## src/rtl/elevator_motion_pkg.sv

```systemverilog
// Shared definitions for the elevator cab motion block and the goal selector.
// Contents: floor label encodings, the motion FSM state type, default timing
// constants and small helpers for label arithmetic and per-floor clear decode.
package elevator_motion_pkg;

    // Floor labels are ordered, so unsigned compares give above/below.
    localparam logic [1:0] labelF1 = 2'b00;
    localparam logic [1:0] labelF2 = 2'b01;
    localparam logic [1:0] labelF3 = 2'b10;

    localparam int unsigned TRAVEL_CYCLES_DEF = 4;
    localparam int unsigned DOOR_CYCLES_DEF   = 3;

    typedef enum logic [1:0] {
        IDLE,
        MOVE,
        DOOR
    } state_e;

    // Step one floor along the label chain, saturating at the end floors.
    // Unknown labels hold so a corrupted floor never walks off the chain.
    function automatic logic [1:0] step_floor(input logic [1:0] cur, input logic up);
        logic [1:0] nxt;
        nxt = cur;
        if (up) begin
            if (cur == labelF1)      nxt = labelF2;
            else if (cur == labelF2) nxt = labelF3;
        end else begin
            if (cur == labelF3)      nxt = labelF2;
            else if (cur == labelF2) nxt = labelF1;
        end
        return nxt;
    endfunction

    // One-hot {clr3, clr2, clr1} for a floor label; zero for invalid labels.
    function automatic logic [2:0] clr_for(input logic [1:0] lbl);
        logic [2:0] c;
        c = 3'b000;
        if (lbl == labelF1)      c = 3'b001;
        else if (lbl == labelF2) c = 3'b010;
        else if (lbl == labelF3) c = 3'b100;
        return c;
    endfunction

endpackage

```

## src/rtl/elevator_motion_dwell_timer.sv

```systemverilog
// dwell_timer: loadable down-counter used for both travel and door dwell.
// Ports:
//   clk      - system clock, rising edge
//   rst      - synchronous active-high reset, clears the count
//   load     - load load_val this cycle (takes priority over counting)
//   load_val - value to load
//   done     - count has reached zero
// The count saturates at zero until reloaded.
module dwell_timer #(
    parameter int unsigned Width = 3
) (
    input  logic             clk,
    input  logic             rst,
    input  logic             load,
    input  logic [Width-1:0] load_val,
    output logic             done
);

    logic [Width-1:0] count_q;

    always_ff @(posedge clk) begin
        if (rst) begin
            count_q <= '0;
        end else if (load) begin
            count_q <= load_val;
        end else if (count_q != '0) begin
            count_q <= count_q - 1'b1;
        end
    end

    assign done = (count_q == '0);

endmodule

```

## src/rtl/elevator_motion.sv

```systemverilog
// elevator_motion: moves the cab one floor at a time toward the goal floor
// supplied by the selector, opens the door on arrival and pulses a per-floor
// clear so the request latch drops the serviced call.
// Ports:
//   clk, rst          - clock and synchronous active-high reset
//   gf                - goal floor label from the selector
//   led1..led3        - pending request per floor
//   floor             - current cab floor label
//   move_handler      - busy (MOVE or DOOR); selector freezes gf while high
//   dir_up            - travelling up (MOVE only)
//   door_open         - door open (DOOR)
//   clr1..clr3        - one-cycle request clear on arrival
// All outputs are registered.
module elevator_motion
    import elevator_motion_pkg::*;
#(
    parameter int unsigned TRAVEL_CYCLES = TRAVEL_CYCLES_DEF,
    parameter int unsigned DOOR_CYCLES   = DOOR_CYCLES_DEF
) (
    input  logic       clk,
    input  logic       rst,
    input  logic [1:0] gf,
    input  logic       led1,
    input  logic       led2,
    input  logic       led3,
    output logic [1:0] floor,
    output logic       move_handler,
    output logic       dir_up,
    output logic       door_open,
    output logic       clr1,
    output logic       clr2,
    output logic       clr3
);

    localparam int unsigned MaxCycles  = (TRAVEL_CYCLES > DOOR_CYCLES) ? TRAVEL_CYCLES
                                                                     : DOOR_CYCLES;
    localparam int unsigned CntW       = $clog2(MaxCycles) + 1;
    localparam logic [CntW-1:0] TravelLoad = CntW'(TRAVEL_CYCLES - 1);
    localparam logic [CntW-1:0] DoorLoad   = CntW'(DOOR_CYCLES - 1);

    state_e     state_q, state_d;
    logic [1:0] floor_q, floor_d;
    logic [1:0] target_q, target_d;
    logic       mh_q, mh_d;
    logic       dir_q, dir_d;
    logic       door_q, door_d;
    logic [2:0] clr_q, clr_d;
    // Set when DOOR returns to IDLE; burns one IDLE cycle so the selector
    // can recompute gf before it is trusted again.
    logic       holdoff_q, holdoff_d;

    logic            tmr_load;
    logic [CntW-1:0] tmr_val;
    logic            tmr_done;

    logic       led_sel;
    logic       gf_valid;
    logic [1:0] next_floor;

    dwell_timer #(
        .Width (CntW)
    ) u_dwell_timer (
        .clk      (clk),
        .rst      (rst),
        .load     (tmr_load),
        .load_val (tmr_val),
        .done     (tmr_done)
    );

    // gf is only trusted when it names a real floor with a pending request.
    always_comb begin
        led_sel = 1'b0;
        if (gf == labelF1)      led_sel = led1;
        else if (gf == labelF2) led_sel = led2;
        else if (gf == labelF3) led_sel = led3;
    end

    assign gf_valid   = led_sel;
    assign next_floor = step_floor(floor_q, dir_q);

    always_comb begin
        state_d   = state_q;
        floor_d   = floor_q;
        target_d  = target_q;
        mh_d      = mh_q;
        dir_d     = dir_q;
        door_d    = door_q;
        clr_d     = 3'b000;
        holdoff_d = holdoff_q;
        tmr_load  = 1'b0;
        tmr_val   = '0;

        unique case (state_q)
            IDLE: begin
                if (holdoff_q) begin
                    holdoff_d = 1'b0;
                end else if (gf_valid) begin
                    mh_d     = 1'b1;
                    tmr_load = 1'b1;
                    if (gf == floor_q) begin
                        state_d = DOOR;
                        door_d  = 1'b1;
                        dir_d   = 1'b0;
                        clr_d   = clr_for(gf);
                        tmr_val = DoorLoad;
                    end else begin
                        state_d  = MOVE;
                        target_d = gf;
                        dir_d    = (gf > floor_q);
                        tmr_val  = TravelLoad;
                    end
                end
            end
            MOVE: begin
                if (tmr_done) begin
                    floor_d  = next_floor;
                    tmr_load = 1'b1;
                    if (next_floor == target_q) begin
                        state_d = DOOR;
                        door_d  = 1'b1;
                        dir_d   = 1'b0;
                        clr_d   = clr_for(target_q);
                        tmr_val = DoorLoad;
                    end else begin
                        tmr_val = TravelLoad;
                    end
                end
            end
            DOOR: begin
                if (tmr_done) begin
                    state_d   = IDLE;
                    door_d    = 1'b0;
                    mh_d      = 1'b0;
                    holdoff_d = 1'b1;
                end
            end
            default: begin
                state_d = IDLE;
            end
        endcase
    end

    always_ff @(posedge clk) begin
        if (rst) begin
            state_q   <= IDLE;
            floor_q   <= labelF1;
            target_q  <= labelF1;
            mh_q      <= 1'b0;
            dir_q     <= 1'b0;
            door_q    <= 1'b0;
            clr_q     <= 3'b000;
            holdoff_q <= 1'b0;
        end else begin
            state_q   <= state_d;
            floor_q   <= floor_d;
            target_q  <= target_d;
            mh_q      <= mh_d;
            dir_q     <= dir_d;
            door_q    <= door_d;
            clr_q     <= clr_d;
            holdoff_q <= holdoff_d;
        end
    end

    assign floor        = floor_q;
    assign move_handler = mh_q;
    assign dir_up       = dir_q;
    assign door_open    = door_q;
    assign clr1         = clr_q[0];
    assign clr2         = clr_q[1];
    assign clr3         = clr_q[2];

endmodule
```

## config.mk

```make
export PLATFORM = sky130hd
export DESIGN_NAME = elevator_motion
export DESIGN_NICKNAME = d
export VERILOG_FILES = /design/src/rtl/elevator_motion_pkg.sv /design/src/rtl/elevator_motion_dwell_timer.sv /design/src/rtl/elevator_motion.sv
export SDC_FILE = /design/constraint.sdc
export NUM_CORES = 1
export LEC_CHECK = 0
export BUFFER_PORTS_ARGS = -buffer_cell sky130_fd_sc_hd__buf_2
export CAP_MARGIN = 20
export CORE_MARGIN = 3
export CORE_UTILIZATION = 54
export DETAILED_ROUTE_END_ITERATION = 16
export PLACE_DENSITY = 0.85
export REMOVE_ABC_BUFFERS = 1
export SETUP_SLACK_MARGIN = 0.1
export SYNTH_ARGS = -nofsm -noshare
export SYNTH_HDL_FRONTEND = slang
export SYNTH_SLANG_ARGS = --single-unit
```

## constraint.sdc

```tcl
create_clock -name clk -period 2.1 [get_ports clk]
set_input_delay 0.315 -clock clk [delete_from_list [all_inputs] [get_ports clk]]
set_output_delay 0.315 -clock clk [all_outputs]
set_load 0.005 [all_outputs]
```

== Yosys cells after proc, flatten, opt, wreduce, memory -nomap -nowiden ==
Cells that the tools add are included.

* Register bits: 16
* Input port bits: 7
* Output and inout bits: 8
* Word-level logic and storage cells: 103

* Add/subtract/negate cells: 1
* Magnitude comparators: 1
* Equal/unequal tests: 16
* Multiplexer cells: 57
* Bitwise operators: 2
* Reduce and logical (&&, ||, !) cells: 17

{| class="wikitable"
|+ Operators with widths
! operator !! count
|-
| two-way mux 3 bit || 13
|-
| two-way mux 2 bit || 14
|-
| two-way mux 1 bit || 22
|-
| != test 2 bit, second input constant || 6
|-
| AND reduction 5 bit || 2
|-
| equality test 2 x 1 -> 1 bit, second input constant || 4
|-
| equality test 2 bit, second input constant || 4
|-
| logical NOT 2 bit || 4
|-
| one-hot mux 1 bit (2 select lines) || 4
|-
| AND reduction 4 bit || 2
|-
| AND reduction 7 bit || 1
|-
| one-hot mux 2 bit (3 select lines) || 1
|-
| one-hot mux 3 bit (2 select lines) || 1
|-
| nonzero test 2 bit || 3
|-
| nonzero test 3 bit || 2
|-
| equality test 2 bit || 2
|-
| one-hot mux 2 bit (2 select lines) || 1
|-
| AND reduction 2 bit || 2
|-
| logical NOT 3 bit || 1
|-
| one-hot mux 1 bit (3 select lines) || 1
|-
| subtractor 3 x 1 -> 3 bit, second input constant || 1
|-
| greater-than comparator 2 bit || 1
|-
| inverter 1 bit || 2
|}

== Depth between registers and ports, before layout ==
* Depth in word-level cells: 9
* Mapped depth: 7
* Mapped depth without buffers: 7

== By module ==
Synthesis repeated with hierarchy kept, for this count alone.

* Cells, all modules: 122
* Area, all modules: 1,014.7 um2

{| class="wikitable"
|+ Modules (own cells, without submodules)
! module !! times used !! cells an instance !! area an instance (um2) !! seq. area each (um2)
|-
| elevator_motion || 1 || 100 || 808.3 || 260.2
|-
| dwell_timer || 1 || 22 || 206.4 || 60.1
|}

== Worst setup path before layout ==
OpenSTA, ideal clock, no wires.

* Path type: flip-flop to flip-flop
* From: reg floor_q[0] (netlist: floor[0])
* To: reg dir_q (netlist: dir_up)
* Library setup time: 137 ps
* Arrival: 1,674 ps
* Data required time: 1,963 ps
* Setup slack: 289 ps
* Cell stages (with the launch flop): 7
* Buffers on the path: 0
* Period minus slack after synthesis: 1,811 ps
* Cell sequence: dfxtp_1 -> inv_1 -> ha_1 -> or3_1 -> a21o_1 -> a221oi_2 -> o32ai_1

* Word-level cells in the longest chain between the ends: 7
* Elaborated cells on any way between the ends: 17
* Classes of those cells: 1 x order compare; 5 x eq/ne; 9 x mux; 2 x reduce/logical

{| class="wikitable"
|+ RTL lines
! item !! RTL line !! text
|-
| start: declaration || elevator_motion.sv:42 || <nowiki>logic [1:0] floor_q, floor_d;</nowiki>
|-
| start signal: assignment || elevator_motion.sv:146 || <nowiki>floor_q <= labelF1;</nowiki>
|-
| start signal: assignment || elevator_motion.sv:155 || <nowiki>floor_q <= floor_d;</nowiki>
|-
| equality test 2 x 1 -> 1 bit || elevator_motion_pkg.sv:27, elevator_motion_pkg.sv:30 ||
|-
| two-way mux 2 bit (on tied branches) || elevator_motion_pkg.sv:30, elevator_motion_pkg.sv:27 ||
|-
| two-way mux 2 bit (on tied branches) || elevator_motion_pkg.sv:29, elevator_motion_pkg.sv:26 ||
|-
| two-way mux 2 bit || elevator_motion_pkg.sv:25 || <nowiki>if (up) begin</nowiki>
|-
| equality test 2 bit || elevator_motion.sv:118 || <nowiki>if (next_floor == target_q) begin</nowiki>
|-
| != test 2 bit (no source line) || - ||
|-
| AND reduction 5 bit (no source line) || - ||
|-
| end signal: assignment || elevator_motion.sv:158 || <nowiki>dir_q <= dir_d;</nowiki>
|-
| end: declaration || elevator_motion.sv:45 || <nowiki>logic dir_q, dir_d;</nowiki>
|}

Parallel ways exist; a longest one is shown, timed or not. The select of a mux whose other input is x is not followed.
A chain may end at the register's enable or synchronous reset.

== Worst setup path in the final report ==
* From: reg floor_q[0] (netlist: floor[0])
* To: reg door_q (netlist: door_open)

* Word-level cells in the longest chain between the ends: 7
* Elaborated cells on any way between the ends: 13
* Classes of those cells: 6 x eq/ne; 5 x mux; 2 x reduce/logical

{| class="wikitable"
|+ RTL lines
! item !! RTL line !! text
|-
| equality test 2 x 1 -> 1 bit || elevator_motion_pkg.sv:27, elevator_motion_pkg.sv:30 ||
|-
| two-way mux 2 bit (on tied branches) || elevator_motion_pkg.sv:30, elevator_motion_pkg.sv:27 ||
|-
| two-way mux 2 bit (on tied branches) || elevator_motion_pkg.sv:29, elevator_motion_pkg.sv:26 ||
|-
| two-way mux 2 bit || elevator_motion_pkg.sv:25 ||
|-
| equality test 2 bit || elevator_motion.sv:118 ||
|-
| != test 2 bit (no source line) || - ||
|-
| AND reduction 7 bit (no source line) * || - ||
|-
| end signal: assignment || elevator_motion.sv:159 || <nowiki>door_q <= door_d;</nowiki>
|-
| end: declaration || elevator_motion.sv:46 || <nowiki>logic door_q, door_d;</nowiki>
|}

Every way passes the cells marked *; elsewhere a longest branch is shown, timed or not.

==> flow_summary_export.csv <==
group,metric,value,unit
outcome,status,"complete, no violations",
power_and_ir_drop,static-leakage-power,0.474,nW
timing,worst_pin_slew,0.611,ns
logic_synthesis,synth_area_per_cell,9.06,µm²
power_and_ir_drop,power_density,1170,mW/mm²
grt,grt_max_degree,14,
timing,slew_headroom,0.588,
floorplan,core,0.00156,mm²
floorplan,die_h,47.6,µm
layout,fin_cells,136,
place,place_ws,0.0632,ns
place,dp_hpwl,1570,µm
logic_synthesis,yosysSeqAreaShare,0.343,
logic_synthesis,syn-instance-count,103,
layout,fin_area,0.00107,mm²
logic_synthesis,synthArstFlopShare,0,
power_and_ir_drop,netSwitchingPower,507,µW
logic_synthesis,yosysTopAreaCellShare,0.343,
logic_synthesis,yosys_warnings,0,
worst_setup_path,crit_path_max_incr_delay,0.39,ns
cts,cts-root-buf,"clkbuf_4",
place,dp.cells,132,
detailed_routing,ant_nets,0,
cts,clockBufferDepth,2,
timing,drv_slew,0,
detailed_routing,first_pass_iters,4,
detailed_routing,drc,0,
grt,use_met1,0.255,
worst_setup_path,reg2reg_to,"door_open$_SDFFE_PP0P_",
timing,period_needed,1.89,ns
power_and_ir_drop,peakVddDrop,0.000706,V
timing,report.final.hold_viol_count,0,
timing,period_share,0.898,
floorplan,fp.dieW,47.6,µm
worst_setup_path,cp_slowest_cell,"dfxtp_4",
power_and_ir_drop,seqPwrFrac,0.371,
grt,grt_use_met2,0.345,
detailed_routing,vias,847,
grt,grt_pass1_wl,3310,µm
power_and_ir_drop,clkPwrFrac,0.163,
grt,antenna_found_initial,0,
worst_setup_path,end_kind,"register",
power_and_ir_drop,swShare,0.405,
detailed_routing,drt-total-wl,2060,µm
cts,cts_sinks,16,
min_path,worst_hold_path.endpoint,"clr_q[1]$_SDFF_PP0_",
timing,fmax,530,MHz
timing,setup_ws,0.215,ns
detailed_routing,wl_per_cell,15.1,µm
worst_setup_path,rr_worst_depth,7,
cts,htree_num_levels,1,
layout,final_cell_mix,"dfxtp_1 (14), buf_2 (14), nor2_1 (10)",
logic_synthesis,synth-seq-cells,16,
worst_setup_path,criticalPathCategory,"reg -> reg",
floorplan,initial_core_util,0.599,
timing,holdWs,0.331,ns
timing,fin_skew,0.00107,ns
logic_synthesis,synth.cell_area,933,µm²
cts,cts.clk_slew.worst_paths,0.09,ns
cts,clkLatencyLatePin,0.29,ns
worst_setup_path,path_cells,"inv_1, ha_1, or3_1, a21o_1, a221oi_4, nor3_1, nor2_1",
layout,area_growth,15.1,%
layout,multi_input_area,593,µm²
detailed_routing,via_per_inst,6.23,
grt,busiest_layer,"met2",
layout,seqCellArea,325,µm²
logic_synthesis,synth_edf_count,0,
job,drv_cap,0,
min_path,hold_depth,3,
layout,final_layout_size_suffix_gt1_frac,0.242,
cts,tritoncts,"built",
power_and_ir_drop,comb_power_share,0.465,
grt,grt_pass1_vias,743,
worst_setup_path,regToRegStartpoint,"floor[0]$_SDFFE_PP0N_",
logic_synthesis,ys.flop_type,"dfxtp_1",
timing,rsz0062_at_grt,"yes",
logic_synthesis,synth_top_cell_by_area,"dfxtp_1",
timing,setup_viol,0,
floorplan,die_area,0.00226,mm²
place,portBuffers,14,
cts,cts_buffers,3,
detailed_routing,first_iter_violations,33,
worst_setup_path,crit_arrival,2.11,ns
floorplan,io_pins,15,
layout,final_nets,136,
power_and_ir_drop,p_int,746,µW
place,finalWeightedCongestion,0.869,
floorplan,rows,14,
min_path,min_from,"led2",
logic_synthesis,synth.distinct_cells,38,
worst_setup_path,crit_path_max_fanout,6,
worst_setup_path,regToRegSetupSlack,0.21,ns
layout,n_antenna_cell,0,
min_path,min_path_type,"in -> reg",
grt,met3_usage,0.0564,
grt,overflow,0,
cts,postCtsHoldBufs,0,
grt,grt.total_usage,0.210,
place,place_area,0.00102,mm²
worst_setup_path,crit_required,2.33,ns
timing,tns,0,ns
logic_synthesis,synthTopCellsByArea,"dfxtp_1 (34%), ha_1 (11%), nor2_1 (4.0%)",
layout,nFillCells,116,
worst_setup_path,cp-start-kind,"register",
-- registers in the layout, indices dropped and copies added (netlist names), 2 cells and up --
signal	flops
state_q	2
target_q	2
u_dwell_timer.count_q	3
floor	2
clr_q	3
-- timing repair --
| item | 4_1_cts | 5_1_grt |
|---|---|---|
| resized for setup | 1 | 3 |
| buffers inserted | 0 | 0 |
| cloned | 0 | 0 |
| pin swaps | 0 | 1 |
| setup endpoints to repair | 3 | 6 |
-- kinds of logic (layout without fill, tap and decap cells) --
kind of cell	after synthesis	count (layout)	synth area share
flops	16	16	0.343
buf+inv	8	25	0.0335
mux	3	3	0.0335
compound gates	29	29	0.260
fa+ha+maj	8	8	0.107
simple gates	38	38	0.213
xor+xnor	1	1	0.00939
-- area by class of cell --
class                           count  area share
Timing Repair Buffer               15      0.0722
Tap cell                           16      0.0186
Clock buffer                        4      0.0338
Sequential cell                    16       0.303
Inverter                            6      0.0210
Multi-Input combinational cell     79       0.552
-- metrics by stage --
stage | total power, mW | utilization
global placement | 1.01 | 0.656
global route | 1.35 | 0.689
floorplan | 0.885 | -
CTS | 1.25 | 0.686
detailed placement | 1.03 | 0.656
finish | 1.25 | 0.689
-- synth_stat cells (2+ instances only) --
| master | number |
|---|---|
| a211oi_1 | 2 |
| nor3_1 | 4 |
| inv_1 | 6 |
| a21oi_1 | 7 |
| nand3_1 | 6 |
| o21ai_0 | 5 |
| or3_1 | 2 |
| nor2_1 | 10 |
| dfxtp_1 | 16 |
| mux2i_1 | 2 |
| ha_1 | 8 |
| nor2b_1 | 4 |
| nand2b_1 | 2 |
| nand2_1 | 5 |
-- how the worst max path moves through the flow --
stage                               to  slack, ns  depth (start not counted)             startpoint
6_report        door_open$_SDFFE_PP0P_       0.21                          7  floor[0]$_SDFFE_PP0N_
3_5_place_dp   state_q[1]$_SDFFE_PP0P_       0.06                          6  floor[0]$_SDFFE_PP0N_
3_3_place_gp       dir_up$_SDFFE_PP0P_       0.12                          6  floor[0]$_SDFFE_PP0N_
5_1_grt         door_open$_SDFFE_PP0P_       0.09                          7  floor[0]$_SDFFE_PP0N_
4_1_cts         door_open$_SDFFE_PP0P_       0.10                          7  floor[0]$_SDFFE_PP0N_
2_1_floorplan      dir_up$_SDFFE_PP0P_       0.29                          6  floor[0]$_SDFFE_PP0N_
-- critical path, delay by kind of cell, from the launching register on --
| kind | cells | cell delay, ns |
|---|---|---|
| buffers and inverters | 1 | 0.07 |
| and+or+nand+nor | 3 | 0.55 |
| AOI/OAI and AO/OA | 2 | 0.64 |
| adders and majority gates | 1 | 0.18 |
| DFF | 1 | 0.39 |
-- per-layer routing --
metal	share of wire	vias up
met3	0.088	7
li1	-	414
met2	0.46	51
met5	0	-
met4	0.022	0
met1	0.43	375
-- power groups by stage --
stage / clock, mW / sequential (mW) / combinational, mW
global placement: 0 / 0.465 / 0.547
detailed placement: 0 / 0.471 / 0.562
global route: 0.225 / 0.476 / 0.650
CTS: 0.211 / 0.464 / 0.576
floorplan: 0 / 0.453 / 0.432
finish: 0.205 / 0.465 / 0.583
(Power assumes the default switching activity.)
